==> src/rtl/isp_wb.sv <==
// isp_wb: white-balance gain stage of the raw ISP pipeline.
//
// Applies a per-Bayer-channel unsigned Q2.6 gain to every black-corrected
// pixel, rounds half-up, saturates to BITS, and accumulates per-channel
// pre-gain sums over each frame for the AWB firmware loop.
//
// Ports
//   clk              pixel clock, all logic on the rising edge
//   rst              synchronous active-high reset
//   gain_r/gr/gb/b   Q2.6 gains (64 = 1.0x); shadowed, applied per frame
//   per_raw_data     input pixel
//   per_raw_data_en  input pixel valid
//   post_raw_data    gained pixel (holds through enable gaps)
//   post_raw_data_en output pixel valid, input enable delayed 3 cycles
//   stat_sum_*       pre-gain sums of the last completed frame
//   stat_valid       one-cycle pulse when stat_sum_* are updated
//
// Handshake: valid-only stream. A pixel transfers on every rising edge where
// per_raw_data_en=1; there is no ready/backpressure. post_raw_data_en marks
// the cycles in which post_raw_data carries a new pixel.
//
// Bayer channel = {v_cnt[0], h_cnt[0]}: 00 Gb, 01 B, 10 R, 11 Gr.

module isp_wb #(
    parameter int BITS      = 8,
    parameter int WIDTH     = 1936,
    parameter int HEIGHT    = 1088,
    parameter int STAT_BITS = 28
) (
    input  logic                 clk,
    input  logic                 rst,
    input  logic [7:0]           gain_r,
    input  logic [7:0]           gain_gr,
    input  logic [7:0]           gain_gb,
    input  logic [7:0]           gain_b,
    input  logic [BITS-1:0]      per_raw_data,
    input  logic                 per_raw_data_en,
    output logic [BITS-1:0]      post_raw_data,
    output logic                 post_raw_data_en,
    output logic [STAT_BITS-1:0] stat_sum_r,
    output logic [STAT_BITS-1:0] stat_sum_gr,
    output logic [STAT_BITS-1:0] stat_sum_gb,
    output logic [STAT_BITS-1:0] stat_sum_b,
    output logic                 stat_valid
);

    localparam int HW = (WIDTH > 1) ? $clog2(WIDTH) : 1;
    localparam int VW = (HEIGHT > 1) ? $clog2(HEIGHT) : 1;
    localparam int PW = BITS + 8;          // product width
    localparam int YW = PW - 5;            // width of (p + 32) >> 6
    localparam logic [HW-1:0] H_LAST = HW'(WIDTH - 1);
    localparam logic [VW-1:0] V_LAST = VW'(HEIGHT - 1);
    localparam logic [YW-1:0] Y_MAX  = YW'((1 << BITS) - 1);

    // ---------------- position counters ----------------
    logic [HW-1:0] h_cnt;
    logic [VW-1:0] v_cnt;
    logic [1:0]    chan;
    logic          frame_end;

    assign chan      = {v_cnt[0], h_cnt[0]};
    assign frame_end = per_raw_data_en && (h_cnt == H_LAST) && (v_cnt == V_LAST);

    always_ff @(posedge clk) begin
        if (rst) begin
            h_cnt <= '0;
            v_cnt <= '0;
        end else if (per_raw_data_en) begin
            if (h_cnt == H_LAST) begin
                h_cnt <= '0;
                v_cnt <= (v_cnt == V_LAST) ? '0 : v_cnt + 1'b1;
            end else begin
                h_cnt <= h_cnt + 1'b1;
            end
        end
    end

    // ---------------- gain shadow registers ----------------
    // Ports are tracked during reset, then sampled only on the edge that
    // accepts the last pixel of a frame, so a frame always sees one gain set.
    logic [7:0] act_r, act_gr, act_gb, act_b;

    always_ff @(posedge clk) begin
        if (rst || frame_end) begin
            act_r  <= gain_r;
            act_gr <= gain_gr;
            act_gb <= gain_gb;
            act_b  <= gain_b;
        end
    end

    logic [7:0] sel_gain;

    always_comb begin
        sel_gain = act_gb;
        case (chan)
            2'b00:   sel_gain = act_gb;
            2'b01:   sel_gain = act_b;
            2'b10:   sel_gain = act_r;
            default: sel_gain = act_gr;
        endcase
    end

    // ---------------- datapath ----------------
    logic            s1_valid, s2_valid;
    logic [BITS-1:0] s1_pix;
    logic [7:0]      s1_gain;
    logic [PW-1:0]   s2_prod;
    logic [PW:0]     rnd;
    logic [YW-1:0]   y;

    assign rnd = {1'b0, s2_prod} + (PW+1)'(32);
    assign y   = rnd[PW:6];

    always_ff @(posedge clk) begin
        if (rst) begin
            s1_valid         <= 1'b0;
            s2_valid         <= 1'b0;
            post_raw_data_en <= 1'b0;
            s1_pix           <= '0;
            s1_gain          <= '0;
            s2_prod          <= '0;
            post_raw_data    <= '0;
        end else begin
            s1_valid         <= per_raw_data_en;
            s2_valid         <= s1_valid;
            post_raw_data_en <= s2_valid;
            if (per_raw_data_en) begin
                s1_pix  <= per_raw_data;
                s1_gain <= sel_gain;
            end
            if (s1_valid) begin
                s2_prod <= PW'(s1_pix) * PW'(s1_gain);
            end
            if (s2_valid) begin
                post_raw_data <= (y > Y_MAX) ? {BITS{1'b1}} : y[BITS-1:0];
            end
        end
    end

    // ---------------- statistics ----------------
    // acc index follows the channel code: 0 Gb, 1 B, 2 R, 3 Gr.
    logic [STAT_BITS-1:0] acc [4];
    logic [STAT_BITS-1:0] pix_ext;
    logic [STAT_BITS-1:0] add [4];

    assign pix_ext = STAT_BITS'(per_raw_data);

    always_comb begin
        for (int i = 0; i < 4; i++) begin
            add[i] = (per_raw_data_en && chan == 2'(i)) ? pix_ext : '0;
        end
    end

    always_ff @(posedge clk) begin
        if (rst) begin
            for (int i = 0; i < 4; i++) acc[i] <= '0;
            stat_sum_gb <= '0;
            stat_sum_b  <= '0;
            stat_sum_r  <= '0;
            stat_sum_gr <= '0;
            stat_valid  <= 1'b0;
        end else begin
            stat_valid <= frame_end;
            if (frame_end) begin
                // The last pixel is folded straight into the published sum.
                stat_sum_gb <= acc[0] + add[0];
                stat_sum_b  <= acc[1] + add[1];
                stat_sum_r  <= acc[2] + add[2];
                stat_sum_gr <= acc[3] + add[3];
                for (int i = 0; i < 4; i++) acc[i] <= '0;
            end else begin
                for (int i = 0; i < 4; i++) acc[i] <= acc[i] + add[i];
            end
        end
    end

endmodule

==> config.mk <==
export PLATFORM = sky130hd
export DESIGN_NAME = isp_wb
export DESIGN_NICKNAME = d
export VERILOG_FILES = /design/src/rtl/isp_wb.sv
export SDC_FILE = /design/constraint.sdc
export NUM_CORES = 1
export LEC_CHECK = 0
export CAP_MARGIN = 0
export CORE_MARGIN = 4
export CORE_UTILIZATION = 62
export CTS_CLUSTER_SIZE = 16
export DETAILED_ROUTE_END_ITERATION = 10
export PLACE_DENSITY_LB_ADDON = 0.2
export SLEW_MARGIN = 5
export SYNTH_ARGS = -nofsm -noshare
export SYNTH_HDL_FRONTEND = slang
export SYNTH_SLANG_ARGS = --single-unit
==> constraint.sdc <==
create_clock -name clk -period 7.7 [get_ports clk]
set_input_delay 1.155 -clock clk [delete_from_list [all_inputs] [get_ports clk]]
set_output_delay 1.155 -clock clk [all_outputs]
set_load 0.02 [all_outputs]
==> key figures, run 1 <==
Outcome
  – Status: completed

Power
  – Leakage: 7.36 nW
  – Seq pwr share: 50.5%
  – Pwr per Cell Area: approximately 190 nW/um^2
  – Sw frac: about a quarter
  – Clock power share: 42.0%
  – Logic gate share of total power: under 10%
  – Maximum VDD drop: approximately 0.17 mV
  – Internal Power: 2.80 mW
  – Switch Pwr: 0.860 mW

Detailed routing
  – Via count: 12300
  – 1st-iter DRT viols: 796
  – Antenna-violating nets left: 0
  – DR pass1 iterations: 5
  – Drt drc: 0
  – Drt wl/cell: 16.6 um
  – Vias/cell: 5.60
  – Routed wire length: ~37000 um

Floorplanning
  – Initial Utilization: 63.2%
  – Die W: 168 um
  – Core area: 25300 sq um
  – DIE AREA: 28400 sq um
  – Die H: about 170 um
  – IO Count: 165
  – FP Rows: 58

CTS
  – H-tree Lvls: 2
  – Sink Count: 317
  – Hold Buf Count CTS: 0
  – Post-CTS setup buffer count: 0
  – CTS tree: built
  – CTS resizes: 0
  – Clock Pin Slew Worst Setup and Hold Paths: 0.06 ns
  – Clk_lat worst skew: 0.51 ns
  – CTS buffer count: 35
  – Clk buf depth: 3
  – Clock tree root buffer cell: clkbuf_16

Worst setup path
  – R2R depth: 15
  – CP bufs+invs: 3
  – Maximum fanout along the worst path: 9
  – Critical path class: reg -> reg
  – CP max stage delay: 0.60 ns
  – Reg2reg end: s2_prod[13]
  – Crit path cell chain: nand2_1 > fa_1 > fa_1 > inv_1 > fa_1 > inv_1 > fa_1 > inv_1 > ha_1 > a21oi_1 > o2bb2ai_1 > a311o_1 > a21boi_0 > or4b_2 > o311ai_0
  – Crit. path cell count: 15
  – Worst path most repeated cell: fa_1
  – Worst path slowest cell: or4b_2
  – Cell family with most CP delay: adder cells
  – Element type at the critical path end: flip-flop
  – R2R Path Start: s1_gain[7]
  – Arr. time, crit path: 5.10 ns
  – Worst Setup SP: s1_gain[7]
  – Required @ worst endpoint: 8.11 ns
  – Critical Path End: s2_prod[13]
  – CP Launch Type: flip-flop
  – Reg2Reg Setup Slack: 3.01 ns

Layout
  – Synthesis-to-layout area growth: 20.0%
  – Share of layout cells above drive strength 1: 4.44%
  – Design area: roughly 19000 sq um
  – Layout Nets: ~2000
  – ANT cells: 0

STA
  – Fmax: 213 MHz
  – Setup total negative slack: 0 ns
  – Unrepaired setup endpoints after global routing: no
  – Minimum clock period: 4.69 ns
  – Final setup violation count: 0
  – Slew headroom: 23.0%
  – Worst Skew: 0.0129 ns
  – Slew Viols, Final: 0
  – Share of the cycle needed by the critical path after routing: 61.0%
  – Slew @ Worst Pin: 1.16 ns
  – Hold Vio Cnt, Final: 0

Global routing
  – First-pass GRT wire length: 60300 um
  – Remaining Overflow, GRT: 0
  – Initial antenna violation count: 0
  – Total GRT Usage: between 20% and 30%
  – Largest net degree at the start of global routing: 109
  – Vias in the first global route: 12200

Logic synthesis
  – Top cells by area, synth: dfxtp_1 25%, edfxtp_1 22%, nor2_1 7.0%
  – Post-synth EDFFs: 116
  – Yosys top cell by area: dfxtp_1
  – Post-Syn Area: 16000 sq um
  – Mux contribution to synthesized area: 2.27%
  – Sequential share of the synthesized area: 47.1%
  – Synth Area in Adders: 10.2%
  – Seq cells post-synth: between 300 and 400
  – Asr flop ratio synth: 0%
  – Syn Inst Count: 1618
  – Post-Synth Simple-Gate Area: a little under a fifth
  – Unique masters post-synth: 68
  – Top cell type's share of synthesized area: 25.2%
  – Area fraction in compound gates after synthesis: 10.5%
  – XOR/XNOR Fraction of Synth Area: 7.30%
  – Post-Syn Area per Cell: 9.86 sq um
  – Synth warn: 0
  – Largest family of logic cells by synthesized area: simple AND/OR/NAND/NOR gates
  – Ys flop type: dfxtp_1

Placement
  – Routability Congestion: 0.893
  – Detailed placement HPWL: 25800 um
  – IO buf count: 164
  – Post-DP Area: around 18000 sq um

Min path
  – Worst Hold Class: reg -> reg

Flow run
  – Max-cap viol count: 0
-- worst register-to-register path: cells and delay by family, from the launching register on --
kind / cells / cell delay, ns
adder cells (fa/ha/maj): 5 / 2.45
AO/OA/AOI/OAI: 5 / 0.77
AND/OR/NAND/NOR: 2 / 0.74
flip-flops: 1 / 0.48
buffers and inverters: 3 / 0.14
-- cell usage in the layout (no fill, tap or decap), types with 19 or more instances in the layout --
cell type and count:
a211oi_1 95, ha_1 68, o21ai_0 35, fa_1 39
nand4_1 27, dfxtp_1 201, and2_1 64, nand2_1 110
nand2b_1 19, inv_1 72, xnor2_1 56, edfxtp_1 116
xor2_1 77, clkbuf_16 36, conb_1 84, clkdlybuf4s50_1 163
a21oi_1 53, nor2_1 295, nand3_1 36
-- layer usage --
metal | global-route usage (%) | vias to the layer above | routed length, um
met5 | 0 | - | 0
met4 | 8.54 | 0 | 1180
met3 | 3.43 | 78 | 2000
met2 | 44.6 | 345 | 18000
met1 | 33.5 | 5919 | 15300
li1 | - | 5958 | -
-- area by class of cell --
| type | count | area [sq um] |
|---|---|---|
| Clock inverter | 9 | 65.1 |
| Sequential cell | 317 | 7510 |
| Clock buffer | 55 | 982 |
| Inverter | 73 | 277 |
| Fill cell | 1770 | 6110 |
| Timing Repair Buffer | 175 | 1720 |
| Multi-Input combinational cell | 1239 | 8170 |
| Tap cell | 330 | 413 |
-- power groups by stage --
stage	Combinational, mW	Clock [mW]	Sequential (mW)
3_3_place_gp	0.258	0	1.88
5_1_grt	0.306	1.63	1.86
3_5_place_dp	0.266	0	1.88
2_1_floorplan	0.195	0	1.87
6_report	0.272	1.54	1.85
4_1_cts	0.271	1.57	1.85
-- cell usage after synthesis, drive strengths merged, types with 11 or more instances --
cell type  number
a21oi          53
fa             39
inv            73
and3           15
o21ai          35
nand2b         19
nor2          296
dfxtp         201
xnor2          56
nand4          27
nand3          36
ha             68
buf            24
nor2b          11
nor3           17
nand2         110
mux2i          17
and2           64
a211oi         96
nand3b         11
a21o           11
xor2           77
edfxtp        116
clkbuf         48
-- sequential cells by signal, summed over array words and instances (netlist names), 11 cells and up --
register and cells:
stat_sum_r 28, stat_sum_b 28, h_cnt 11, v_cnt 11
stat_sum_gr 28, acc 112, s2_prod 11, stat_sum_gb 28
-- how the worst min path moves through the flow --
stage,startpoint,to,depth (start not counted)
after floorplan,v_cnt[5],v_cnt[5],2
after global placement,stat_sum_gr[2],stat_sum_gr[2],2
after detailed placement,stat_sum_r[0],stat_sum_r[0],2
after CTS,stat_sum_r[0],stat_sum_r[0],2
after global routing,stat_sum_r[0],stat_sum_r[0],2
final,stat_sum_r[0],stat_sum_r[0],2
-- logic make-up after synthesis --
logic type      Yosys count
buf+inv                 145
compound gates          246
flops                   317
mux                      26
simple gates            643
other cells               1
fa+ha+maj               107
xor+xnor                133
-- through the flow --
step                      hold WS [ns]  setup slack (ns)  cells  power [mW]  utilization (%)
final                            0.454              3.01   2198        3.66             75.8
after global routing             0.487              2.71   2198        3.79             75.8
after CTS                        0.457              2.99   2198        3.68             75.8
after detailed placement         0.448              2.67   2134        2.15             71.6
after global placement           0.441              2.83   2134        2.14             71.6
after floorplan                  0.454              3.34   1701        2.06                -
Power figures use the tool's default switching activity.
==> run 2: changes to the inputs <==
--- a/config.mk
+++ b/config.mk
@@ -7,7 +7,7 @@
 export LEC_CHECK = 0
 export CAP_MARGIN = 0
 export CORE_MARGIN = 4
-export CORE_UTILIZATION = 62
+export CORE_UTILIZATION = 57
 export CTS_CLUSTER_SIZE = 16
 export DETAILED_ROUTE_END_ITERATION = 10
 export PLACE_DENSITY_LB_ADDON = 0.2
==> constraint.sdc (replaced) <==
create_clock -name clk -period 4.4 [get_ports clk]
set_input_delay 0.66 -clock clk [delete_from_list [all_inputs] [get_ports clk]]
set_output_delay 0.66 -clock clk [all_outputs]
set_load 0.02 [all_outputs]
==> key figures, run 2 (synthesis gave the netlist of run 1 again) <==
STA
  – Slew @ Worst Pin: 0.912 ns (was 1.16 ns)
  – Slew Viols, Final: 0 (unchanged)
  – Worst Skew: 0.0163 ns (was 0.0129 ns)
  – Fmax: 233 MHz (was 213 MHz)
  – Minimum clock period: 4.29 ns (was 4.69 ns)
  – Setup total negative slack: 0 ns (unchanged)
  – Final setup violation count: 0 (unchanged)
  – Hold Vio Cnt, Final: 0 (unchanged)
  – Share of the cycle needed by the critical path after routing: 97.4% (was 61.0%)
  – Slew headroom: 39.1% (was 23.0%)

Worst setup path
  – CP Launch Type: flip-flop (unchanged)
  – Arr. time, crit path: 4.64 ns (was 5.10 ns)
  – Cell family with most CP delay: adder cells (unchanged)
  – CP max stage delay: 0.56 ns (was 0.60 ns)
  – Worst path most repeated cell: fa_1 (unchanged)
  – Maximum fanout along the worst path: 4 (was 9)
  – Required @ worst endpoint: 4.76 ns (was 8.11 ns)
  – R2R depth: 14 (was 15)
  – CP bufs+invs: 2 (was 3)
  – Crit. path cell count: 14 (was 15)
  – Critical path class: reg -> reg (unchanged)
  – Element type at the critical path end: flip-flop (unchanged)
  – Worst path slowest cell: fa_1 (was or4b_2)
  – Crit path cell chain: and2_1 > fa_1 > inv_1 > fa_1 > fa_1 > inv_1 > fa_1 > ha_4 > a21o_1 > o2bb2ai_2 > a311o_1 > a21boi_1 > or4b_4 > o311ai_2 (was nand2_1 > fa_1 > fa_1 > inv_1 > fa_1 > inv_1 > fa_1 > inv_1 > ha_1 > a21oi_1 > o2bb2ai_1 > a311o_1 > a21boi_0 > or4b_2 > o311ai_0)

Outcome
  – Status: completed (unchanged)

Floorplanning
  – Core area: 27300 sq um (was 25300 sq um)
  – Die W: 175 um (was 168 um)
  – FP Rows: 60 (was 58)
  – IO Count: 165 (unchanged)
  – Initial Utilization: 58.5% (was 63.2%)
  – Die H: 175 um (was 168 um)
  – DIE AREA: 30700 sq um (was 28400 sq um)

Power
  – Internal Power: 5.07 mW (was 2.80 mW)
  – Switch Pwr: 1.57 mW (was 0.860 mW)
  – Final Power: 6.64 mW (was 3.66 mW)
  – Clock power share: 43.5% (was 42.0%)
  – Maximum VDD drop: 0.336 mV (was 0.168 mV)
  – Sw frac: 23.7% (was 23.5%)
  – Pwr per Cell Area: 338 nW/um^2 (was 191 nW/um^2)
  – Leakage: 7.56 nW (was 7.36 nW)
  – Logic gate share of total power: 7.9% (was 7.4%)
  – Seq pwr share: 48.6% (was 50.5%)

Global routing
  – Vias in the first global route: 12100 (was 12200)
  – Remaining Overflow, GRT: 0 (unchanged)
  – Total GRT Usage: 23.3% (was 25.7%)
  – M3 GR Usage: 4.07% (was 3.43%)
  – Initial antenna violation count: 0 (unchanged)
  – Most used routing layer: met2 (unchanged)
  – Global routing met2 resource utilization: 39.4% (was 44.6%)
  – Largest net degree at the start of global routing: 143 (was 109)
  – GR Util met1: 31.2% (was 33.5%)
  – First-pass GRT wire length: 59700 um (was 60300 um)

Placement
  – Routability Congestion: 0.848 (was 0.893)
  – IO buf count: 164 (unchanged)
  – Detailed placement HPWL: 25500 um (was 25800 um)

Layout
  – Share of layout cells above drive strength 1: 7.34% (was 4.44%)
  – Layout Nets: 2017 (was 1991)
  – Max FFs per register: 112 (unchanged)
  – Biggest register: acc (unchanged)
  – ANT cells: 0 (unchanged)
  – Commonest non-fill, non-tap cell in the layout: nor2_1 (unchanged)
  – Synthesis-to-layout area growth: 23.2% (was 20.0%)
  – Most frequent cells in the layout: 295 x nor2_1, 194 x dfxtp_1, 163 x clkdlybuf4s50_1 (was 295 x nor2_1, 201 x dfxtp_1, 163 x clkdlybuf4s50_1)

CTS
  – Clk_lat worst skew: 0.52 ns (was 0.51 ns)
  – Clock Pin Slew Worst Setup and Hold Paths: 0.06 ns (about the same)
  – CTS tree: built (unchanged)
  – Clk buf depth: 3 (unchanged)
  – Sink Count: 317 (unchanged)
  – Clock tree root buffer cell: clkbuf_16 (unchanged)
  – H-tree Lvls: 2 (unchanged)
  – Hold Buf Count CTS: 0 (unchanged)
  – CTS buffer count: 35 (unchanged)

Min path
  – Worst Hold Class: reg -> reg (unchanged)
  – Hold path depth: 2 (unchanged)

Detailed routing
  – Vias/cell: 5.39 (was 5.60)
  – Drt drc: 0 (unchanged)
  – Drt wl/cell: 16.0 um (was 16.6 um)
  – 1st-iter DRT viols: 689 (was 796)
  – Via count: 12200 (was 12300)
  – Routed wire length: 36200 um (was 36500 um)
  – DR pass1 iterations: 5 (unchanged)
  – Antenna-violating nets left: 0 (unchanged)

Flow run
  – Max-cap viol count: 0 (unchanged)
[run 2: cell types whose count changed in the layout (fill, tap and decap cells not counted), sizes merged]
cell / before / now
bufinv: 0 / 1
clkinvlp: 1 / 4
inv: 75 / 76
clkbuf: 55 / 49
buf: 12 / 38
clkinv: 6 / 7
[run 2: per-layer routing]
layer,up-vias,share of wire [%]
met5,-,0
met4,0,2.3
met3,63,5.1
met2,290,48
met1,5841,45
li1,6017,-
[run 2: power by group through the flow]
stage,registers (mW),logic [mW],clock network [mW]
final,3.22,0.524,2.89
after global routing,3.23,0.586,3.07
after CTS,3.22,0.513,2.94
after detailed placement,3.28,0.502,0
after global placement,3.28,0.489,0
after floorplan,3.27,0.342,0
[run 2: worst register-to-register path, stage by stage, from the launching register on]
cell and delay [ns]:
dfxtp_2 0.34, and2_1 0.17, fa_1 0.55, inv_1 0.06
fa_1 0.48, fa_1 0.55, inv_1 0.05, fa_1 0.56
ha_4 0.23, a21o_1 0.18, o2bb2ai_2 0.14, a311o_1 0.34
a21boi_1 0.22, or4b_4 0.17, o311ai_2 0.10
[run 2: repair_timing]
item,in CTS,in global routing
pin swaps,2,9
gates resized for setup,8,18
gates cloned,0,0
buffers inserted,0,2
setup endpoints to repair,3,5
[run 2: final timing paths]
kind / endpoint / slack (ns) / start
hold reg to reg: stat_sum_r[2] / 0.45 / stat_sum_r[2]
hold / removal: stat_sum_r[2] / 0.45 / stat_sum_r[2]
setup reg to reg: s2_prod[13] / 0.11 / s1_pix[5]
setup / recovery: s2_prod[13] / 0.11 / s1_pix[5]
[run 2: layout make-up]
type                       instances  area [sq um]
tap                              372           465
clock buffer                      49          1010
timing repair buffer             201          1960
clock inverter                    15           140
fill                            2020          7600
inverter                          73           277
sequential                       317          7520
multi-input combinational       1239          8280
[run 2: per-stage QoR]
step           hold WS [ns]  std cells  worst slack (ns)  instance area [sq um]  utilization, %
2_1_floorplan         0.454       1701            0.0390                  16300               -
3_3_place_gp          0.439       2200           -0.0367                  18400            67.4
3_5_place_dp          0.445       2200            -0.132                  18400            67.4
4_1_cts               0.455       2264           0.00439                  19600            71.7
5_1_grt               0.470       2266           -0.0188                  19600            72.1
6_report              0.452       2266             0.113                  19600            72.1
==> run 3: changes to the inputs <==
--- a/config.mk
+++ b/config.mk
@@ -5,9 +5,10 @@
 export SDC_FILE = /design/constraint.sdc
 export NUM_CORES = 1
 export LEC_CHECK = 0
+export ABC_AREA = 1
 export CAP_MARGIN = 0
 export CORE_MARGIN = 4
-export CORE_UTILIZATION = 57
+export CORE_UTILIZATION = 55
 export CTS_CLUSTER_SIZE = 16
 export DETAILED_ROUTE_END_ITERATION = 10
 export PLACE_DENSITY_LB_ADDON = 0.2
==> key figures, run 3 <==
Global routing
  – Initial antenna violation count: 1 (was 0)
  – Vias in the first global route: 16400 (was 12100)
  – First-pass GRT wire length: 79900 um (was 59700 um)
  – Largest net degree at the start of global routing: 98 (was 143)
  – Remaining Overflow, GRT: 0 (unchanged)
  – Total GRT Usage: 26.4% (was 23.3%)

Min path
  – Hold path depth: 2 (unchanged)
  – Hold path start: h_cnt[9] (was stat_sum_r[2])
  – Hold path endpoint: h_cnt[9] (was stat_sum_r[2])
  – Worst Hold Class: reg -> reg (unchanged)

Worst setup path
  – Critical path class: reg -> reg (unchanged)
  – Reg2Reg Setup Slack: 0.31 ns (was 0.11 ns)
  – CP max stage delay: 0.53 ns (was 0.56 ns)
  – R2R depth: 18 (was 14)
  – Crit path cell chain: nand2_1 > inv_1 > fa_1 > inv_1 > fa_1 > inv_1 > fa_1 > inv_1 > fa_1 > inv_1 > ha_2 > nand2_1 > o21ai_0 > nand2_1 > nand4_1 > nand2_1 > o21ai_0 > inv_1 (was and2_1 > fa_1 > inv_1 > fa_1 > fa_1 > inv_1 > fa_1 > ha_4 > a21o_1 > o2bb2ai_2 > a311o_1 > a21boi_1 > or4b_4 > o311ai_2)
  – Cell family with most CP delay: adder cells (unchanged)
  – Required @ worst endpoint: 4.81 ns (was 4.76 ns)
  – Arr. time, crit path: 4.50 ns (was 4.64 ns)
  – CP bufs+invs: 6 (was 2)
  – Reg2reg end: s2_prod[12] (was s2_prod[13])
  – Element type at the critical path end: flip-flop (unchanged)
  – Maximum fanout along the worst path: 9 (was 4)
  – CP Launch Type: flip-flop (unchanged)
  – Worst path most repeated cell: inv_1 (was fa_1)
  – Worst path slowest cell: fa_1 (unchanged)
  – R2R Path Start: s1_pix[3] (was s1_pix[5])

Layout
  – Max FFs per register: 112 (unchanged)
  – Biggest register: acc (unchanged)
  – Most frequent cells in the layout: 838 x nand2_1, 382 x inv_1, 280 x nor2_1 (was 295 x nor2_1, 194 x dfxtp_1, 163 x clkdlybuf4s50_1)
  – Commonest non-fill, non-tap cell in the layout: nand2_1 (was nor2_1)
  – Layout Nets: 2997 (was 2017)
  – ANT cells: 0 (unchanged)
  – Utilization after layout: 66.1% (was 72.1%)
  – Share of layout cells above drive strength 1: 3.86% (was 7.34%)
  – Final cell count without fillers: 3323 (was 2266)
  – Synthesis-to-layout area growth: 18.6% (was 23.2%)
  – Design area: 22100 sq um (was 19600 sq um)

Power
  – Sw frac: 25.1% (was 23.7%)
  – Logic gate share of total power: 8.9% (was 7.9%)
  – Final Power: 6.77 mW (was 6.64 mW)
  – Pwr per Cell Area: 306 nW/um^2 (was 338 nW/um^2)
  – Seq pwr share: 47.9% (was 48.6%)
  – Leakage: 9.94 nW (was 7.56 nW)
  – Switch Pwr: 1.70 mW (was 1.57 mW)
  – Internal Power: 5.07 mW (about the same)
  – Clock power share: 43.2% (was 43.5%)
  – Maximum VDD drop: 0.271 mV (was 0.336 mV)

Detailed routing
  – Vias/cell: 5.12 (was 5.39)
  – 1st-iter DRT viols: 1237 (was 689)
  – Routed wire length: 48600 um (was 36200 um)
  – Antenna-violating nets left: 0 (unchanged)
  – Drt drc: 0 (unchanged)
  – DR pass1 iterations: 6 (was 5)
  – Via count: 17000 (was 12200)
  – Drt wl/cell: 14.6 um (was 16.0 um)

STA
  – Setup total negative slack: 0 ns (unchanged)
  – Setup ws final: 0.312 ns (was 0.113 ns)
  – Slew Viols, Final: 0 (unchanged)
  – Fin Hold WS: 0.451 ns (was 0.452 ns)
  – Worst Skew: 0.0269 ns (was 0.0163 ns)
  – Share of the cycle needed by the critical path after routing: 92.9% (was 97.4%)
  – Minimum clock period: 4.09 ns (was 4.29 ns)
  – Unrepaired setup endpoints after global routing: no
  – Slew @ Worst Pin: 0.933 ns (was 0.912 ns)
  – Slew headroom: 37.8% (was 39.1%)
  – Fmax: 245 MHz (was 233 MHz)
  – Final setup violation count: 0 (unchanged)
  – Hold Vio Cnt, Final: 0 (unchanged)

CTS
  – H-tree Lvls: 2 (unchanged)
  – CTS tree: built (unchanged)
  – Clk_lat worst skew: 0.53 ns (was 0.52 ns)
  – Sink Count: 317 (unchanged)
  – Clock tree root buffer cell: clkbuf_16 (unchanged)
  – CTS buffer count: 36 (was 35)
  – Clock Pin Slew Worst Setup and Hold Paths: 0.06 ns (about the same)
  – Post-CTS setup buffer count: 0 (unchanged)
  – Clk buf depth: 3 (unchanged)

Logic synthesis
  – Yosys top cell by area: dfxtp_1 (unchanged)
  – Syn Inst Count: 2627 (was 1618)
  – Asr flop ratio synth: 0% (unchanged)
  – Synth cell count leaders: 840 x nand2_1, 382 x inv_1, 280 x nor2_1 (was 296 x nor2_1, 201 x dfxtp_1, 116 x edfxtp_1)
  – Post-Syn Area per Cell: 7.10 sq um (was 9.86 sq um)
  – Top cells by area, synth: dfxtp_1 22%, edfxtp_1 19%, nand2_1 17% (was dfxtp_1 25%, edfxtp_1 22%, nor2_1 7.0%)
  – Ys flop type: dfxtp_1 (unchanged)
  – Post-synth EDFFs: 116 (unchanged)
  – Top cell type's share of synthesized area: 21.6% (was 25.2%)
  – Synth warn: 0 (unchanged)
  – Top-count cell post-synth: nand2_1 (was nor2_1)
  – Post-Syn Area: 18600 sq um (was 16000 sq um)
  – Sequential share of the synthesized area: 40.3% (was 47.1%)
  – Seq cells post-synth: 317 (unchanged)
  – Unique masters post-synth: 41 (was 68)

Outcome
  – Status: completed (unchanged)

Floorplanning
  – Die W: 192 um (was 175 um)
  – Initial Utilization: 55.7% (was 58.5%)
  – Die H: 192 um (was 175 um)
  – DIE AREA: 36900 sq um (was 30700 sq um)
  – Core area: 33400 sq um (was 27300 sq um)
  – FP Rows: 67 (was 60)
  – IO Count: 165 (unchanged)

Placement
  – Detailed placement HPWL: 36200 um (was 25500 um)
  – Dpl cells: 3257 (was 2200)
  – IO buf count: 164 (unchanged)
  – Worst slack, placed: 0.183 ns (was -0.132 ns)
  – Post-DP Area: 20900 sq um (was 18400 sq um)
  – Routability Congestion: 0.933 (was 0.848)

Flow run
  – Max-cap viol count: 0 (unchanged)
==> run 3: changes by cell type in the layout (fill, tap and decap cells not counted), moves of 12 or more <==
cell      previous run  this run
a21oi_1             51       204
and2_1              63         1
inv_1               72       382
nand2_1            110       838
nand3_1             36       182
a211oi_1            95         0
xor2_1              77        30
mux2i_1             17         0
buf_4               33        21
nand2b_1            19         1
nor3_1              17        30
nor2_1             295       280
xnor2_1             56        16
==> run 3: area by class of cell <==
cell class / count / area [sq um]
fill: 2968 / 11300
multi-input combinational: 1923 / 9640
sequential: 317 / 7510
timing repair buffer: 185 / 1810
inverter: 384 / 1440
clock buffer: 52 / 1070
tap: 448 / 561
clock inverter: 14 / 81.3
==> run 3: power by group through the flow <==
stage | logic, mW | registers [mW] | clock network, mW
global route | 0.680 | 3.25 | 3.12
detailed placement | 0.592 | 3.30 | 0
finish | 0.600 | 3.24 | 2.93
floorplan | 0.429 | 3.26 | 0
CTS | 0.596 | 3.24 | 2.98
global placement | 0.580 | 3.30 | 0
==> run 3: logic make-up after synthesis <==
kind of cell             count (synthesis)  synth area share, %
other                                    1               0.0201
adder cells (fa/ha/maj)                107                 8.75
AO/OA/AOI/OAI                          270                 7.63
XOR/XNOR                                46                 2.16
flip-flops                             317                 40.3
buffers and inverters                  470                 9.83
AND/OR/NAND/NOR                       1416                 31.3
==> run 3: routing by layer <==
layer	vias up	GRT usage, %	part of all wire (%)
met5	-	0	0
li1	8648	-	-
met1	7834	35.6	45
met4	0	6.72	2.2
met2	463	44.9	47
met3	80	3.64	5.2
==> run 3: how the worst max path moves through the flow <==
stage,from,to,slack (ns),depth (start not counted)
6_report,s1_pix[3],s2_prod[12],0.31,18
5_1_grt,s1_pix[4],s2_prod[15],0.00003,14
4_1_cts,s1_gain[7],s2_prod[13],0.18,16
3_5_place_dp,s1_gain[7],s2_prod[13],0.18,16
3_3_place_gp,s1_gain[7],s2_prod[13],0.25,16
2_1_floorplan,s1_gain[7],s2_prod[13],0.42,17
==> run 3: timing repair <==
| item | 4_1_cts | 5_1_grt |
|---|---|---|
| hold endpoints to repair | 0 | 0 |
| hold buffers | 0 | 0 |
| gates resized for setup | 0 | 9 |
| endpoints found under the setup margin | 0 | 4 |
==> run 3: worst min-delay path, stage by stage, from the launching register on <==
cell     delay [ns]
dfxtp_1        0.31
inv_1          0.05
a21oi_1        0.05
